<file path="src/rtl/rdm_fifo.sv">
// Synchronous circular-buffer FIFO with a registered output word, sticky
// overflow/underflow flags and a synchronous flush.
module rdm_fifo #(
  parameter int WIDTH = 16,
  parameter int DEPTH = 4,
  parameter int CW    = $clog2(DEPTH) + 1
) (
  input  logic             clk,
  input  logic             rst,
  input  logic             flush,
  input  logic             wr_en,
  input  logic [WIDTH-1:0] d,
  input  logic             rd_en,
  output logic [WIDTH-1:0] q,
  output logic             q_valid,
  output logic             full,
  output logic             empty,
  output logic [CW-1:0]    count,
  output logic             ovf,
  output logic             unf
);

  localparam int AW = $clog2(DEPTH);

  logic [WIDTH-1:0] r_mem [DEPTH];
  logic [AW-1:0]    r_wp;
  logic [AW-1:0]    r_rp;
  logic [CW-1:0]    r_count;
  logic [WIDTH-1:0] r_q;
  logic             r_q_valid;
  logic             r_ovf;
  logic             r_unf;

  logic w_full;
  logic w_empty;
  logic w_pop;
  logic w_push;

  // Status decodes only from the registered count, never from the requests.
  assign w_full  = (r_count == CW'(DEPTH));
  assign w_empty = (r_count == '0);

  // A pop frees a slot in the same cycle, so a full FIFO still takes a push.
  assign w_pop  = rd_en && !w_empty;
  assign w_push = wr_en && (!w_full || w_pop);

  // NOTE: storage has no reset; a word is only read after it was written,
  // so leaving it unreset keeps it a plain RAM with no reset fan-out.
  always_ff @(posedge clk) begin
    if (w_push && !flush) begin
      r_mem[r_wp] <= d;
    end
  end

  // NOTE: all state below uses non-blocking assignments so every register
  // samples pre-edge values, independent of statement order.
  always_ff @(posedge clk or negedge rst) begin
    if (!rst) begin
      r_wp      <= '0;
      r_rp      <= '0;
      r_count   <= '0;
      r_q       <= '0;
      r_q_valid <= 1'b0;
      r_ovf     <= 1'b0;
      r_unf     <= 1'b0;
    end else if (flush) begin
      r_wp      <= '0;
      r_rp      <= '0;
      r_count   <= '0;
      r_q_valid <= 1'b0;
      r_ovf     <= 1'b0;
      r_unf     <= 1'b0;
    end else begin
      r_q_valid <= w_pop;
      if (w_push) begin
        r_wp <= r_wp + AW'(1);
      end
      if (w_pop) begin
        r_q  <= r_mem[r_rp];
        r_rp <= r_rp + AW'(1);
      end
      if (w_push && !w_pop) begin
        r_count <= r_count + CW'(1);
      end else if (w_pop && !w_push) begin
        r_count <= r_count - CW'(1);
      end
      if (wr_en && !w_push) begin
        r_ovf <= 1'b1;
      end
      if (rd_en && w_empty) begin
        r_unf <= 1'b1;
      end
    end
  end

  assign q       = r_q;
  assign q_valid = r_q_valid;
  assign full    = w_full;
  assign empty   = w_empty;
  assign count   = r_count;
  assign ovf     = r_ovf;
  assign unf     = r_unf;

endmodule

</file>
<file path="config.mk">
export PLATFORM = sky130hd
export DESIGN_NAME = rdm_fifo
export DESIGN_NICKNAME = d
export VERILOG_FILES = /design/src/rtl/rdm_fifo.sv
export SDC_FILE = /design/constraint.sdc
export NUM_CORES = 1
export LEC_CHECK = 0
export CAP_MARGIN = 15
export CORE_AREA = 2 2 89 91
export CTS_CLUSTER_DIAMETER = 40
export CTS_CLUSTER_SIZE = 25
export DETAILED_ROUTE_END_ITERATION = 10
export DIE_AREA = 0 0 91 93
export GPL_ROUTABILITY_DRIVEN = 0
export PLACE_DENSITY = 0.71
export RECOVER_POWER = 25
export SYNTH_ARGS = -nofsm -noshare
export SYNTH_HDL_FRONTEND = slang
export SYNTH_SLANG_ARGS = --single-unit
</file>
<file path="constraint.sdc">
create_clock -name clk -period 2.56 [get_ports clk]
set_input_delay 0.384 -clock clk [delete_from_list [all_inputs] [get_ports clk]]
set_output_delay 0.384 -clock clk [all_outputs]
set_load 0.1 [all_outputs]
</file>
### Word level (Yosys, flattened, before mapping)

Memories as Yosys holds them, arrays and structs flattened. A register that Yosys moved wholly into a read port is not among the register bits.
Index checks and enable logic that the tools add are counted.

| operators by class | value |
|---|---|
| equality and inequality tests | 1 |
| bitwise operators | 1 |
| multiplexer cells | 14 |
| reduce and logical (&&, ||, !) cells | 21 |
| add/subtract/negate cells | 4 |

Operators by type and width:

| kind | number |
|---|---|
| 3-bit 2-to-1 mux | 3 |
| 2-bit 2-to-1 mux | 4 |
| 2-bit nonzero test | 4 |
| 1-bit logical AND | 7 |
| 1-bit 2-to-1 mux | 7 |
| 1-bit logical NOT | 6 |
| 2-bit by 1-bit adder with 2-bit output (second input constant) | 2 |
| 3-bit by 1-bit adder with 3-bit output (second input constant) | 1 |
| 3-bit equality test (second input constant) | 1 |
| 3-bit logical NOT | 1 |
| 3-bit nonzero test | 1 |
| 3-bit by 1-bit subtractor with 3-bit output (second input constant) | 1 |
| 2-bit AND reduction | 1 |
| 1-bit logical OR | 1 |
| 1-bit inverter | 1 |

| word-level totals | value |
|---|---|
| memories kept | 1 |
| bits in writable memories | 64 |
| word-level logic and storage cells | 48 |
| register bits after elaboration | 10 |
| output and inout bits | 24 |
| input port bits | 21 |

Memory list:

| name | depth | width | rd ports | clocked after Yosys merged registers in | wr ports | line | source |
|---|---|---|---|---|---|---|---|
| r_mem | 4 | 16 | 1 | 1 | 1 | 25 | `logic [WIDTH-1:0] r_mem [DEPTH];` |

### Longest topological paths before layout

Gate-level depths: netlist (run 1).

| logic depth | value |
|---|---|
| word-level depth | 10 |
| gate-level depth with buffers | 7 |
| depth with buffers taken out | 6 |

### Worst setup path before layout (run 1)

No wires, ideal clock.

| path | value |
|---|---|
| kind | register to register |
| start point | register r_count[0], in the netlist count[0] |
| end point | register r_unf, in the netlist unf |
| required time | 2.479 ns |
| stages on the path, launching flop included | 5 |
| buffers on the path | 1 |
| setup time | 0.081 ns |
| arrival time | 3.523 ns |
| path slack | -1.043 ns |
| period minus slack after synthesis | 3.603 ns |
| cell sequence | dfrtp_1 > buf_2 > nor3_1 > a21oi_1 > nor2_1 |

| on the way | value |
|---|---|
| word-level cells in the longest chain between the ends | 3 |

Ends and longest elaborated chain:

| what | line | source |
|---|---|---|
| from (decl) | 28 | `logic [CW-1:0] r_count;` |
| from (signal assigned) | 83 | `r_count <= r_count + CW'(1);` |
| from (signal assigned) | 85 | `r_count <= r_count - CW'(1);` |
| 3-bit logical NOT | 41 | `assign w_empty = (r_count == '0);` |
| via empty | 17 | `output logic empty,` |
| 1-bit logical AND | 90 | `if (rd_en && w_empty) begin` |
| 2-bit nonzero test (no source line) | - |  |
| to (signal assigned) | 65 | `r_unf <= 1'b0;` |
| to (signal assigned) | 72 | `r_unf <= 1'b0;` |
| to (signal assigned) | 91 | `r_unf <= 1'b1;` |
| to (decl) | 32 | `logic r_unf;` |

The timed path passes the listed nets, and every way through them passes these cells.
A chain may end at the register's enable or synchronous reset.

### Final worst setup path (run 1)

| path | value |
|---|---|
| start point | register r_count[0], in the netlist count[0] |
| end point | memory r_mem[3][3], enable pin |

| on the way | value |
|---|---|
| word-level cells in the longest chain between the ends | 8 |
| elaborated cells on any way between the ends | 10 |
| classes of those cells | eq/ne (1); mux (2); reduce/logical (7) |

Ends and longest elaborated chain:

| what | line | source |
|---|---|---|
| 3-bit logical NOT | 41 |  |
| 1-bit logical NOT | 44 | `assign w_pop = rd_en && !w_empty;` |
| 1-bit logical AND | 44 |  |
| 1-bit logical OR (*) | 45 | `assign w_push = wr_en && (!w_full \|\| w_pop);` |
| 1-bit logical AND (*) | 45 |  |
| 1-bit logical AND (*) | 50 | `if (w_push && !flush) begin` |
| 1-bit 2-to-1 mux (*) | 50 |  |
| 1-bit 2-to-1 mux (not written as such) (*) | 51 | `r_mem[r_wp] <= d;` |
| to (decl) | 25 |  |

Mark *: on every way between the ends. The rest lies on a longest branch, timed or not.

==> reports/qor.yml, run 1 <==
floorplan:
  rows: 32
  die_h_um: 93
  chipWidth_um: 91
  io_pins: 45
  die-area_um2: 8460
  core_area_um2: 7530
  floorplan.initialDensity_pct: 48.9
run_status:
  violations: "max-capacitance violations, max-slew violations"
  outcome: "complete, but fails checks"
drt:
  routed_wl_mm: 6.03
  wl_per_cell_um: 17.1
  drc: 0
  detailroute.via_count: 1850
  drt-vias-per-instance: 5.26
  drt_iter0_markers: 68
  ant_nets: 0
  drtPass1Iterations: 4
clock_network:
  clock_sinks: 90
  cts-buffers-inserted: 9
  cts_tree: "done"
  cts_hold_buf: 0
  path_clk_slew_ns: 0.08
  cts_resized: 0
  cts_root_buffer: "clkbuf_8"
  insertion_delay_ns: 0.34
  clockBufferDepth: 2
  post_cts_buffers: 0
  cts_max_level: 3
global_route:
  grt_pass1_wl_mm: 9.79
  grt_pass1_vias: 1887
  grt_antenna_before_repair: 0
  grt_overflow_total: 0
  grt_start_max_net_pins: 27
  gr-usage-all-layers_pct: 15.5
worst_setup_path:
  r2r_end: "r_mem[3][3]$_DFFE_PP_"
  cp-endpoint: "r_mem[3][3]$_DFFE_PP_"
  r2r_setup_slack_ns: 0.39
  reg2reg_from: "count[0]$_DFFE_PN0P_"
  critPathLaunch: "count[0]$_DFFE_PN0P_"
  worstPathRequired_ns: 2.65
  endpoint_kind: "flip-flop"
  cp_max_fo: 10
  arrival_ns: 2.26
  path_class: "flip-flop to flip-flop"
  worstSetupStartpointType: "flip-flop"
  rr_worst_depth: 4
synthesis:
  yosys.cell_types.count: 38
  ys_seq_area_share_pct: 70.0
  synth_nets: 215
  synth_area_um2: 3680
  ys_seq_elements: 90
  netlist_instances: 189
  avgSynthCellArea_um2: 19.5
  yosysWarningCount: 0
placement:
  portBuffers: 44
  hpwl_mm: 3.91
  placed_cells: 336
finish:
  area_delta_synth_final_pct: 21.9
  multiInputGateArea_um2: 1050
  nets: 271
  drive_above_1_share_pct: 35.2
  finalNonFillerCells: 352
  fillers: 603
  regArea_um2: 2570
  diodes: 0
timing:
  setup_violations: 0
  finalCritPeriodShare_pct: 84.6
  slew_violations: 27
  grt_setup_unrepaired: "no"
  fmax_mhz: 461
  hold_viol_final: 0
  relSlewSlack_pct: -6.14
  finClkSkew_ns: 0.0132
  fin_crit_ns: 2.17
  worst_pin_slew_ns: 1.59
  setup_tns_ns: 0
power_and_ir_drop:
  power_density_nw_per_um2: 1170
  p_leak_nw: 1.65
  irDropWorstVdd_v: 0.000621
hold_path:
  min_path_type: "flip-flop to flip-flop"
job:
  cap_violations: 1
report_power, final:
group          switching [W]  internal [W]
Sequential          0.000156       0.00178
Combinational        0.00172      0.000757
Clock               0.000465      0.000380
Total                0.00234       0.00292
cell usage after synthesis:
cell type   n  share of area, %
nor3b_1     4              0.82
ha_1        4               1.4
or4b_1      1              0.27
nand2_1     1              0.10
o31ai_4     1              0.58
a21boi_2    1              0.31
inv_1       5              0.51
xor2_1      2              0.48
mux2_4     10               4.1
o21ai_0     1              0.14
nor2_1     13               1.3
a31oi_1     2              0.34
nor2_4      1              0.31
o21a_1      1              0.20
o221ai_1    1              0.24
mux2i_1     1              0.27
buf_12      1              0.54
nand2b_1    3              0.51
a221oi_2    1              0.41
a21oi_1     1              0.14
buf_4       2              0.41
edfxtp_1   64                52
mux4_1      8               5.7
o21bai_1    1              0.20
buf_6       2              0.61
dfrtp_1    26                18
or3b_1      1              0.24
clkbuf_1    3              0.31
fa_1        1              0.54
nor3_1      1              0.14
mux4_2      8               4.9
and3_1      1              0.17
buf_2       3              0.41
o311ai_0    1              0.24
xnor2_1     1              0.24
inv_2       1              0.10
o21ai_1     1              0.14
mux2_2      9               2.8
per-stage QoR:
stage	utilization, %	instance area (um2)	hold slack [ns]	worst slack [ns]	total power [W]
3_3_place_gp	57.3	4310	0.485	0.303	0.00444
2_1_floorplan	-	3740	0.0884	0.00801	0.00399
5_1_grt	59.6	4480	0.529	0.221	0.00548
3_5_place_dp	57.3	4310	0.487	0.273	0.00447
4_1_cts	59.6	4490	0.426	0.393	0.00532
6_report	59.6	4480	0.502	0.393	0.00526
layer usage:
| metal | routed length (um) | vias to the layer above | global-route usage [%] |
|---|---|---|---|
| li1 | - | 844 | - |
| met1 | 2690 | 952 | 20.1 |
| met2 | 2970 | 49 | 25.7 |
| met3 | 292 | 5 | 3.46 |
| met4 | 73 | 0 | 6.44 |
| met5 | 0 | - | 0 |
cells by family after synthesis:
kind of cell,count (synthesis),share of synthesized area [%]
flip-flops,90,70.0
multiplexers,36,17.7
AND/OR/NAND/NOR,26,3.88
buffers and inverters,17,2.89
AO/OA/AOI/OAI,12,2.93
adder cells (fa/ha/maj),5,1.91
XOR/XNOR,3,0.715
flip-flops by register name, summed over array words and instances, names as in the netlist:
register,cells
q,16
count,3
r_wp,2
ovf,1
unf,1
r_mem,64
r_rp,2
q_valid,1
cells in the final DEF (no fill, tap or decap), types with 2 or more instances in the layout:
cell / n
buf_12: 5
xor2_1: 2
dfrtp_1: 24
dfrtp_2: 2
clkinvlp_4: 2
mux2_4: 10
mux4_2: 8
mux2_2: 9
ha_1: 4
a31oi_1: 2
nand2b_1: 3
edfxtp_1: 64
clkdlybuf4s50_1: 12
o21ai_1: 2
buf_4: 30
inv_1: 5
nor3b_4: 4
clkbuf_1: 3
nor2_1: 13
clkbuf_8: 10
dlygate4sd3_1: 8
mux4_1: 8
how the worst min path moves through the flow:
stage                            from                   end  slack (ns)  cells after the start
global route        q[10]$_DFFE_PN0P_     q[10]$_DFFE_PN0P_        0.53                      1
detailed placement    ovf$_DFFE_PN0P_       ovf$_DFFE_PN0P_        0.49                      2
CTS                               rst     q[11]$_DFFE_PN0P_        0.43                      2
global placement      unf$_DFFE_PN0P_       unf$_DFFE_PN0P_        0.48                      2
finish                ovf$_DFFE_PN0P_       ovf$_DFFE_PN0P_        0.50                      2
floorplan                         rst  count[0]$_DFFE_PN0P_        0.09                      0
cell type report:
type / instances / share of cell area (%)
clock inverters: 4 / 0.642
repair buffers: 56 / 11.8
multi-input cells: 82 / 23.5
flip-flops and latches: 90 / 57.4
inverters: 6 / 0.502
well taps: 102 / 2.85
clock buffers: 12 / 3.24
worst max-delay path, stage by stage (launching register included):
cell and delay [ns]:
dfrtp_2 0.50, or3b_1 0.44, o21ai_1 0.66, nor3b_4 0.10, buf_4 0.21
(Power assumes the default switching activity.)
==> inputs of run 2 (changes only) <==
- clock period: 2.56 -> 1.8 ns (I/O delays scaled with it)
==> reports/qor.yml, run 2 (same netlist as run 1, synthesis figures left out) <==
timing:
  grt_setup_unrepaired: "yes"
  slew_violations: 0  # -100%
  fin_crit_ns: 1.93  # -0.233 ns
  hold_viol_final: 0  # unchanged
  finClkSkew_ns: 0.0105  # -0.00266 ns
  relSlewSlack_pct: 50.3  # +56 points
  setup_violations: 3  # +3
  holdWs_ns: 0.513  # +0.0110 ns
  finalCritPeriodShare_pct: 107  # +23 points
  fmax_mhz: 517  # +12%
  finalWorstSetupSlack_ns: -0.134  # -0.527 ns
  worst_pin_slew_ns: 0.746  # -0.846 ns
finish:
  max_flop_register: "r_mem"
  fillers: 560  # -7.1%
  area_delta_synth_final_pct: 30.4
  mostFrequentLayoutCell: "edfxtp_1"
  finalNonFillerCells: 359  # +2.0%
  drive_above_1_share_pct: 40.1  # +4.9 points
  final_cell_mix: "edfxtp_1, buf_4, dfrtp_1"
  diodes: 0  # unchanged
  nets: 279  # +3.0%
  largest_reg_flops: 64  # unchanged
drt:
  drt-vias-per-instance: 5.22  # -0.68%
  routed_wl_mm: 6.23  # +3.3%
  drtPass1Iterations: 4  # unchanged
  detailroute.via_count: 1874  # +1.3%
  ant_nets: 0  # unchanged
  drc: 0  # unchanged
  drt_iter0_markers: 100  # +47%
  wl_per_cell_um: 17.4  # +1.3%
hold_path:
  whs_path_depth: 1  # -1
  min_path_type: "flip-flop to flip-flop"
global_route:
  grt_antenna_before_repair: 0  # unchanged
  grt_start_max_net_pins: 27  # unchanged
  grt_pass1_wl_mm: 9.94  # +1.5%
  use_met3_pct: 4.11  # +0.64 points
  gr-usage-all-layers_pct: 16.1  # +0.56 points
  met1_usage_pct: 20.8  # +0.71 points
  busiest_layer: "met2"
  grt_overflow_total: 0  # unchanged
  grt_pass1_vias: 1954  # +3.6%
  gr-usage-met2_pct: 26.2  # +0.49 points
clock_network:
  clockBufferDepth: 2  # unchanged
  path_clk_slew_ns: 0.08  # about the same
  cts_tree: "done"
  insertion_delay_ns: 0.34  # about the same
  cts_max_level: 3  # unchanged
  cts_hold_buf: 0  # unchanged
  cts_root_buffer: "clkbuf_8"
  clock_sinks: 90  # unchanged
  cts-buffers-inserted: 9  # unchanged
job:
  cap_violations: 0  # -1
floorplan:
  floorplan.initialDensity_pct: 48.9  # unchanged
  io_pins: 45  # unchanged
  die_h_um: 93  # unchanged
  chipWidth_um: 91  # unchanged
  core_area_um2: 7530  # unchanged
  rows: 32  # unchanged
  die-area_um2: 8460  # unchanged
run_status:
  outcome: "complete, but fails checks"
  violations: "negative setup slack"
placement:
  placed_cells: 344  # +2.4%
  hpwl_mm: 4.05  # +3.6%
  portBuffers: 44  # unchanged
worst_setup_path:
  worstPathRequired_ns: 2.03  # -0.62 ns
  rr_worst_depth: 5  # +1
  path_class: "flip-flop to flip-flop"
  cp_max_fo: 2  # -8
  endpoint_kind: "flip-flop"
  worstSetupStartpointType: "flip-flop"
  arrival_ns: 2.17  # -0.09 ns
power_and_ir_drop:
  p_leak_nw: 1.78  # +7.9%
  irDropWorstVdd_v: 0.00102  # +64%
  power_density_nw_per_um2: 1720  # +47%
==> run 2: worst max-delay path: stages (launching register included) <==
cell	delay [ns]
dfrtp_4	0.48
or3b_4	0.38
and3_4	0.18
fa_2	0.51
nor2_1	0.04
mux2_4	0.25
==> run 2: layer usage <==
metal	vias up	routed length (um)
met4	0	66
met1	963	2740
li1	862	-
met5	-	0
met3	6	231
met2	43	3190
==> run 2: cell type report <==
class / instances / area (um2) / share of cell area (%)
clock inverter: 4 / 77.6 / 1.62
sequential: 90 / 2580 / 53.8
multi-input combinational: 82 / 1090 / 22.7
clock buffer: 11 / 131 / 2.74
inverter: 6 / 25.0 / 0.522
tap: 102 / 128 / 2.66
timing repair buffer: 64 / 766 / 16.0
==> run 2: path summary, 6_finish.rpt <==
kind	slack (ns)	start	end
setup / recovery	-0.13	count[0]$_DFFE_PN0P_	count[1]$_DFFE_PN0P_
max in group asynchronous	0.73	rst	count[0]$_DFFE_PN0P_
min in group asynchronous	0.52	rst	q[3]$_DFFE_PN0P_
hold reg to reg	0.51	q[4]$_DFFE_PN0P_	q[4]$_DFFE_PN0P_
setup reg to reg	-0.13	count[0]$_DFFE_PN0P_	count[1]$_DFFE_PN0P_
hold / removal	0.51	q[4]$_DFFE_PN0P_	q[4]$_DFFE_PN0P_
==> run 2: repair_timing <==
| item | 4_1_cts | 5_1_grt |
|---|---|---|
| buffers inserted | 0 | 0 |
| gates resized for setup | 2 | 1 |
| pin swaps | 0 | 1 |
| setup endpoints to repair | 3 | 67 |
| gates cloned | 0 | 0 |
==> run 2: through the flow <==
| stage | TNS (ns) | power, W | cell area, um2 | utilization (%) | setup WS, ns |
|---|---|---|---|---|---|
| 3_3_place_gp | -6.87 | 0.00682 | 4580 | 60.8 | -0.145 |
| 3_5_place_dp | -8.18 | 0.00687 | 4580 | 60.8 | -0.150 |
| 5_1_grt | -2.02 | 0.00857 | 4790 | 63.7 | -0.172 |
| 4_1_cts | -0.337 | 0.00833 | 4790 | 63.7 | -0.135 |
| 6_report | -0.308 | 0.00825 | 4790 | 63.7 | -0.134 |
| 2_1_floorplan | -30.58 | 0.00574 | 3770 | - | -0.471 |
==> run 2: power breakdown <==
group          switching (W)  internal [W]  leakage (nW)  total, W
Sequential          0.000200       0.00254         0.899   0.00274
Clock               0.000656      0.000781         0.104   0.00144
Combinational        0.00258       0.00148         0.773   0.00406
==> inputs of run 3 (changes only) <==
- CORE_AREA: 2 2 89 91 -> 8 8 95 97
- DIE_AREA: 0 0 91 93 -> 0 0 103 105
==> reports/qor.yml, run 3 (same netlist as run 1, synthesis figures left out) <==
power_and_ir_drop:
  irDropWorstVdd_v: 0.00125  # +23%
  p_leak_nw: 1.84  # +3.8%
  power_density_nw_per_um2: 1710  # -0.55%
  p_total_w: 0.00843  # +2.3%
clock_network:
  cts_root_buffer: "clkbuf_8"
  path_clk_slew_ns: 0.09  # about the same
  cts_tree: "done"
  insertion_delay_ns: 0.35  # about the same
  cts-buffers-inserted: 9  # unchanged
  clockBufferDepth: 2  # unchanged
  cts_hold_buf: 0  # unchanged
  clock_sinks: 90  # unchanged
  cts_max_level: 3  # unchanged
global_route:
  grt_start_max_net_pins: 19  # -30%
  gr-usage-all-layers_pct: 13.9  # -2.2 points
  grt_pass1_wl_mm: 11.1  # +12%
  gr-usage-met2_pct: 20.8  # -5.4 points
  grt_overflow_total: 0  # unchanged
  grt_pass1_vias: 2046  # +4.7%
  met1_usage_pct: 18.8  # -2.0 points
  busiest_layer: "met2"
  grt_antenna_before_repair: 0  # unchanged
  use_met3_pct: 3.38  # -0.73 points
floorplan:
  core_area_um2: 7530  # unchanged
  floorplan.initialDensity_pct: 48.9  # unchanged
  die_h_um: 105  # +13%
  rows: 32  # unchanged
  die-area_um2: 10800  # +28%
  chipWidth_um: 103  # +13%
  io_pins: 45  # unchanged
worst_setup_path:
  rr_worst_depth: 5  # unchanged
  r2r_end: "count[1]$_DFFE_PN0P_"
  cp_slowest_cell: "fa_2"
  crit_path_max_incr_delay_ns: 0.51  # about the same
  worstSetupStartpointType: "flip-flop"
  timing.critical_path.cells: "or3b_4 -> and3_4 -> fa_2 -> nor2_1 -> mux2_4"
  cp_max_fo: 2  # unchanged
  r2r_setup_slack_ns: -0.14  # about the same
  crit_family: "simple AND/OR/NAND/NOR gates"
  worstPathRequired_ns: 2.04  # about the same
  path_buf_inv: 0  # unchanged
  reg2reg_from: "count[0]$_DFFE_PN0P_"
  arrival_ns: 2.18  # about the same
  path_class: "flip-flop to flip-flop"
  endpoint_kind: "flip-flop"
finish:
  final_cell_mix: "edfxtp_1, buf_4, dfrtp_1"
  finalNonFillerCells: 367  # +2.2%
  area_delta_synth_final_pct: 34.1
  drive_above_1_share_pct: 42.6  # +2.6 points
  regArea_um2: 2580  # unchanged
  max_flop_register: "r_mem"
  fillers: 540  # -3.6%
  largest_reg_flops: 64  # unchanged
  multiInputGateArea_um2: 1100  # +1.5%
  nets: 286  # +2.5%
  mostFrequentLayoutCell: "edfxtp_1"
  diodes: 0  # unchanged
job:
  cap_violations: 0  # unchanged
timing:
  finClkSkew_ns: 0.0106  # +0.00000760 ns
  hold_viol_final: 0  # unchanged
  fmax_mhz: 516  # -0.24%
  grt_setup_unrepaired: "yes"
  relSlewSlack_pct: 56.9  # +6.6 points
  holdWs_ns: 0.311  # -0.202 ns
  finalWorstSetupSlack_ns: -0.138  # -0.00475 ns
  slew_violations: 0  # unchanged
  setup_violations: 35  # +32
  finalCritPeriodShare_pct: 108  # +0.26 points
  fin_crit_ns: 1.94  # +0.00475 ns
  worst_pin_slew_ns: 0.644  # -0.102 ns
  setup_tns_ns: -1.81  # -1.51 ns
placement:
  placed_cells: 347  # +0.87%
  hpwl_mm: 4.68  # +15%
  portBuffers: 44  # unchanged
  pre_cts_ws_ns: -0.170  # -0.0200 ns
drt:
  ant_nets: 0  # unchanged
  drt-vias-per-instance: 5.22  # about the same
  drt_iter0_markers: 64  # -36%
  drtPass1Iterations: 4  # unchanged
  routed_wl_mm: 7.01  # +12%
  detailroute.via_count: 1914  # +2.1%
  drc: 0  # unchanged
  wl_per_cell_um: 19.1  # +10%
run_status:
  violations: "negative setup slack"
  outcome: "complete, but fails checks"
hold_path:
  min_path_type: "primary input to asynchronous set/reset pin"
==> run 3: worst reg2reg max path: cells and delay by family (launching register included) <==
family / cells / cell delay (ns)
adders and majority gates: 1 / 0.51
DFF: 1 / 0.48
and+or+nand+nor: 3 / 0.60
muxes: 1 / 0.25
==> run 3: how the worst max path moves through the flow <==
stage	startpoint	to	slack, ns	depth (start not counted)
6_report	count[0]$_DFFE_PN0P_	count[1]$_DFFE_PN0P_	-0.14	5
3_5_place_dp	wr_en	count[0]$_DFFE_PN0P_	-0.17	5
4_1_cts	count[0]$_DFFE_PN0P_	count[1]$_DFFE_PN0P_	-0.14	5
2_1_floorplan	count[0]$_DFFE_PN0P_	count[1]$_DFFE_PN0P_	-0.47	6
3_3_place_gp	wr_en	count[0]$_DFFE_PN0P_	-0.17	5
5_1_grt	count[0]$_DFFE_PN0P_	count[2]$_DFFE_PN0P_	-0.21	6
==> run 3: cell type report <==
cell class                 count  area share, %
multi-input combinational     82           22.4
clock buffer                  11           3.07
clock inverter                 5           1.22
timing repair buffer          71           17.9
tap                          102           2.59
sequential                    90           52.3
inverter                       6          0.507
==> run 3: what timing repair did <==
| action | in CTS | in global routing |
|---|---|---|
| cloned | 0 | 2 |
| buffers inserted | 0 | 2 |
| setup endpoints to repair | 4 | 68 |
| resized for setup | 2 | 7 |
| pin swaps | 1 | 3 |
==> run 3: stage by stage <==
step / util (%) / instance area, um2
after floorplan: - / 3770
after global placement: 61.3 / 4610
after detailed placement: 61.3 / 4610
after CTS: 64.1 / 4830
after global routing: 65.5 / 4930
final: 65.5 / 4930
==> run 3: layer usage <==
layer	up-vias	share of wire, %
met5	-	0
met1	978	44
met2	50	48
li1	876	-
met3	10	5.6
met4	0	1.7
==> run 3: report_power, final <==
group	internal, W	leakage, nW	switching [W]
Clock	0.000722	0.106	0.000688
Sequential	0.00254	0.899	0.000217
Combinational	0.00162	0.838	0.00265
Total	0.00488	1.84	0.00355
